**src/rtl/onescount_arbiter.sv**
```systemverilog
// onescount_arbiter: round-robin front end that time-shares one ones-count
// unit among N requesters, with a watchdog that aborts a job whose done pulse
// never arrives and reports it as an error response.
module onescount_arbiter #(
  parameter int N       = 4,
  parameter int W       = 30,
  parameter int CW      = $clog2(W + 1),
  parameter int TIMEOUT = 64
) (
  input  logic             clock,
  input  logic             reset_L,
  input  logic [N-1:0]     req,
  input  logic [N*W-1:0]   req_data,
  output logic [N-1:0]     ack,
  output logic [N-1:0]     resp_valid,
  output logic [CW-1:0]    resp_count,
  output logic             resp_err,
  output logic             busy,
  output logic             oc_start,
  output logic [W-1:0]     oc_data,
  input  logic             oc_done,
  input  logic [CW-1:0]    oc_count
);

  localparam int PW = (N > 1) ? $clog2(N) : 1;
  localparam int TW = (TIMEOUT > 1) ? $clog2(TIMEOUT) : 1;
  localparam logic [TW-1:0] TMAX = TW'(TIMEOUT - 1);

  typedef enum logic [1:0] {IDLE, START, RUN, RESP} state_t;

  state_t         state, state_nx;
  logic [PW-1:0]  ptr, owner, winner, cand;
  logic           found;
  logic [W-1:0]   data_q;
  logic [CW-1:0]  result;
  logic           err;
  logic [TW-1:0]  timer;

  // Rotating priority scan: first pending request at or above ptr, mod N.
  always_comb begin
    winner = '0;
    found  = 1'b0;
    cand   = '0;
    for (int unsigned k = 0; k < N; k++) begin
      cand = PW'((32'(ptr) + k) % N);
      if (!found && req[cand]) begin
        found  = 1'b1;
        winner = cand;
      end
    end
  end

  // Next-state logic for the job sequencer.
  always_comb begin
    state_nx = state;
    case (state)
      IDLE:  if (found) state_nx = START;
      START: state_nx = RUN;
      RUN:   if (oc_done || timer == TMAX) state_nx = RESP;
      RESP:  state_nx = IDLE;
      default: state_nx = IDLE;
    endcase
  end

  // State register.
  always_ff @(posedge clock) begin
    if (!reset_L) state <= IDLE;
    else          state <= state_nx;
  end

  // Job registers: owner/operand latch, watchdog timer, result capture, pointer advance.
  always_ff @(posedge clock) begin
    if (!reset_L) begin
      ptr    <= '0;
      owner  <= '0;
      data_q <= '0;
      result <= '0;
      err    <= 1'b0;
      timer  <= '0;
    end else begin
      case (state)
        IDLE: if (found) begin
          owner  <= winner;
          data_q <= req_data[winner*W +: W];
        end
        START: timer <= '0;
        RUN: begin
          // done takes priority over the abort; timer stops at TMAX so it never wraps
          if (oc_done) begin
            result <= oc_count;
            err    <= 1'b0;
          end else if (timer == TMAX) begin
            result <= '0;
            err    <= 1'b1;
          end else begin
            timer <= timer + 1'b1;
          end
        end
        RESP: ptr <= (owner == PW'(N - 1)) ? '0 : owner + 1'b1;
        default: ;
      endcase
    end
  end

  // Outputs decoded purely from registered state.
  always_comb begin
    ack        = '0;
    resp_valid = '0;
    if (state == START) ack[owner]        = 1'b1;
    if (state == RESP)  resp_valid[owner] = 1'b1;
    resp_count = (state == RESP) ? result : '0;
    resp_err   = (state == RESP) && err;
    busy       = (state != IDLE);
    oc_start   = (state == START);
    oc_data    = data_q;
  end

endmodule

```
**config.mk**
```make
export PLATFORM = sky130hd
export DESIGN_NAME = onescount_arbiter
export DESIGN_NICKNAME = d
export VERILOG_FILES = /design/src/rtl/onescount_arbiter.sv
export SDC_FILE = /design/constraint.sdc
export NUM_CORES = 1
export LEC_CHECK = 0
export CORE_MARGIN = 10
export CORE_UTILIZATION = 42
export CTS_BUF_LIST = sky130_fd_sc_hd__clkbuf_2
export CTS_CLUSTER_SIZE = 25
export DETAILED_ROUTE_END_ITERATION = 6
export PLACE_DENSITY = 0.92
export SETUP_SLACK_MARGIN = 0.02
export SLEW_MARGIN = 10
export SYNTH_ARGS = -nofsm -noshare
export SYNTH_HDL_FRONTEND = slang
export SYNTH_SLANG_ARGS = --single-unit
```
**constraint.sdc**
```tcl
create_clock -name clock -period 2.9 [get_ports clock]
set_input_delay 0.29 -clock clock [delete_from_list [all_inputs] [get_ports clock]]
set_output_delay 0.29 -clock clock [all_outputs]
set_load 0.01 [all_outputs]
```
==> results.md <==
- Worst Setup Start Kind: flip-flop
- Cells traversed along the worst timing path: ha_1 -> and2_1 -> clkdlybuf4s50_1
- Prevailing post-synth register cell: sky130_fd_sc_hd__dfxtp_1
- Worst-case clock skew: around 0.024 ns
- Clock latency at the later pin of the worst-skew pair: between 0.4 and 0.5 ns
- Antenna fix cells: 0
- Root Buffer Master: sky130_fd_sc_hd__clkbuf_2
- Overall track demand over capacity in global routing: between 20% and 30%
- Number of vias per cell: between 5 and 6
- Internal power of the cells: between 0.0015 and 0.002 W
- Portion of the clock cycle consumed by the worst path in the final layout: between 80% and 90%
- Filler-free cell count of the finished design: 611
- Crit path max-delay cell type: sky130_fd_sc_hd__clkdlybuf4s50_1
- Number of buffers on the longest clock path: 2
- Critical path class: reg2out
- Number of max-capacitance violations reported: 0
- Effective utilization at floorplan: around 44%
- Post-layout net count: ~660
- Antenna violations before repair: 0
- Critical path capture point type: output port
- Reg-to-Reg End: oc_data[9]
- Total instance count after detailed placement: approximately 600
- Unique masters post-synth: 44
- Area leader, netlist: sky130_fd_sc_hd__dfxtp_1
- Transition time at the pin with the least slew margin: between 0.7 and 0.8 ns
- Core area: around 7000 µm²
- Cell types occupying the most area after synthesis: sky130_fd_sc_hd__dfxtp_1, sky130_fd_sc_hd__mux2i_1, sky130_fd_sc_hd__nand3_1
- Count of buffers added by post-CTS timing repair for setup: 0
- Post-synthesis cell count: roughly 350
- Quantity of I/O buffers inserted on ports: around 180
- Number of primary I/O pins: between 150 and 200
- Leakage component of the power: about 1.9 nW
- First-pass iteration count of the detailed router: 4
- Net switching share of the total power: between 30% and 40%
- Synth-to-Final Area Change: 62.5%
- Post-layout minimum cycle time: 2.34 ns
- First-pass GRT wire length: 19,800 µm
- Overflow after GRT: 0
- CTS tree: done
- Depth of the most critical reg-to-reg path: 7
- Estimated wirelength of the detail-placed design: 9630 µm
- Switching power: 0.00116 W
- Final hold violations: 0
- Worst endpoint required time: approximately 2.6 ns
- Horizontal extent of the die: between 100 and 150 µm
- Launch point of the worst path: state[0]
- Max-slew violation count: 0
- Worst stage delay on the critical path: 0.54 ns
- Signal arrival time at the worst endpoint: slightly above 2 ns
- Die area: approximately 11,000 µm²
- Setup Slack @ Placement: 0.215 ns
- Number of flip-flops and latches in the synthesized netlist: 48
- Worst reg2reg setup slack: between 0.6 and 0.7 ns
- CTS sink count: 48
- Hold_buf cts: 0
- FFs w/ async S/R, synth: 0%
- Part of the power in the clock network: about an eighth
- Outcome: finished clean
- Via count: between 3k and 4k
- Worst Hold Launch: oc_count[0]
- Number of flops mapped to enable cells by yosys: 0
- Final setup violating endpoints: 0
- Vias in the first global route: between 3k and 4k
- Mapped Avg Cell Area: around 8.7 µm²
- Reg power frac: roughly a third
- Setup TNS Final: 0 ns
- Most frequently used cell type in the post-synthesis netlist: sky130_fd_sc_hd__dfxtp_1
- Maximum fanout along the worst path: 12
- RSZ-0062 raised after global routing: no
- Die outline height: roughly 110 µm
- Yosys warning count: 0
- Sequential fraction of the synthesis area: 31.6%
- Syn nets: roughly 500
- Maximum level of the CTS H-tree: 2
- Peak supply drop: between 0.0003 and 0.0004 V
- Number of routed nets with antenna violations: 0
- Leading post-synthesis cells by instance count: sky130_fd_sc_hd__dfxtp_1, sky130_fd_sc_hd__nand3_1, sky130_fd_sc_hd__mux2i_1, sky130_fd_sc_hd__nor2_1, sky130_fd_sc_hd__and3_1
- Post-layout worst setup margin: approximately 0.56 ns
- Clock buffer count from CTS: 5
- Resize count post-CTS: 0
- Portion of synthesized cell area occupied by the leading cell type: a little under a third
- CTS clk-pin slew, worst paths: approximately 0.27 ns
- Relative contribution of combinational cells to total power: 54.5%
- WL final: approximately 12,000 µm
- Placement Rows: 30
- Relative max-transition margin: 48.2%
- Start of the worst register-to-register path: state[0]
- Layout cells sized above 1: roughly 7.0%
- Max Fclk: roughly 430 MHz
- First-iteration detailed-routing DRC count: 160
- Worst setup endpoint: resp_count[3]
- Avg WL per Cell: about 20 µm
- Maximum number of pins on one net before global-route repair: 36
- Class of the worst hold path: in2reg
- Cell Pwr Density: 599 nW/µm²
- Final routed DRC violation total: 0
- Netlist area before placement: 3040 µm²
- RePlAce Congestion: roughly 0.86
-- per-layer routing --
metal,GRT usage [%],vias to the layer above,share of wire (%)
met1,23.4,1642,37
met2,36.8,178,50
li1,-,1651,-
met3,9.83,25,11
met4,6.76,0,2.4
met5,0,-,0
-- registers in the layout, indices dropped and copies added (netlist names) --
signal / count
err: 1
oc_data: 30
owner: 2
ptr: 2
result: 5
state: 2
timer: 6
-- final cells by class --
| type | instances | area [µm²] |
|---|---|---|
| multi-input cells | 263 | 1900 |
| clock buffers | 5 | 25.0 |
| repair buffers | 187 | 1860 |
| well taps | 96 | 120 |
| flip-flops and latches | 48 | 961 |
| fillers | 553 | 1960 |
| inverters | 9 | 33.8 |
| clock inverters | 3 | 42.5 |
-- cells in the final DEF (no fill, tap or decap), types with 5 or more instances in the layout --
cell type / count
sky130_fd_sc_hd__a21o_1: 15
sky130_fd_sc_hd__nor2_1: 23
sky130_fd_sc_hd__a22oi_1: 6
sky130_fd_sc_hd__mux2i_1: 34
sky130_fd_sc_hd__o221ai_2: 10
sky130_fd_sc_hd__nand3_1: 40
sky130_fd_sc_hd__inv_1: 8
sky130_fd_sc_hd__clkbuf_2: 5
sky130_fd_sc_hd__a211oi_1: 11
sky130_fd_sc_hd__buf_4: 9
sky130_fd_sc_hd__a21oi_1: 7
sky130_fd_sc_hd__clkdlybuf4s50_1: 177
sky130_fd_sc_hd__a2111oi_0: 8
sky130_fd_sc_hd__o21ai_0: 16
sky130_fd_sc_hd__o221ai_1: 12
sky130_fd_sc_hd__and3_1: 17
sky130_fd_sc_hd__and2_1: 15
sky130_fd_sc_hd__nand2_1: 5
sky130_fd_sc_hd__dfxtp_1: 48
sky130_fd_sc_hd__ha_1: 9
sky130_fd_sc_hd__nor4_1: 8
-- power groups by stage --
stage               sequential, W  combinational [W]  clock, W
floorplan                 0.00104           0.000765         0
global placement         0.000976            0.00157         0
detailed placement       0.000982            0.00162         0
CTS                      0.000969            0.00163  0.000387
global route             0.000994            0.00175  0.000410
finish                   0.000969            0.00162  0.000377
-- stage by stage --
stage	instance area (µm²)	power [W]	utilization (%)	hold slack [ns]
floorplan	3040	0.00181	-	0.438
global placement	4880	0.00255	70.6	0.464
detailed placement	4880	0.00260	70.6	0.478
CTS	4950	0.00298	71.6	0.428
global route	4950	0.00316	71.6	0.432
finish	4950	0.00296	71.6	0.455
-- worst min-delay path by stage --
stage	cells past startpoint	slack [ns]	end
after detailed placement	2	0.48	oc_data[25]
after CTS	3	0.43	result[0]
after global placement	2	0.46	oc_data[11]
after floorplan	2	0.44	result[0]
final	3	0.46	result[0]
after global routing	3	0.43	result[2]
-- critical path: cells and delay by family (launching register included) --
kind / cells / cell delay, ns
and+or+nand+nor: 1 / 0.20
DFF: 1 / 0.45
buffers and inverters: 1 / 0.54
adders and majority gates: 1 / 0.42
-- logic make-up after synthesis --
group	count (synthesis)	share of synthesized area (%)
and+or+nand+nor	122	21.4
AOI/OAI and AO/OA	94	25.0
DFF	48	31.6
buffers and inverters	38	5.96
muxes	34	11.2
adders and majority gates	9	3.70
xor gates and xnor gates	4	1.15
(Power assumes the default switching activity.)
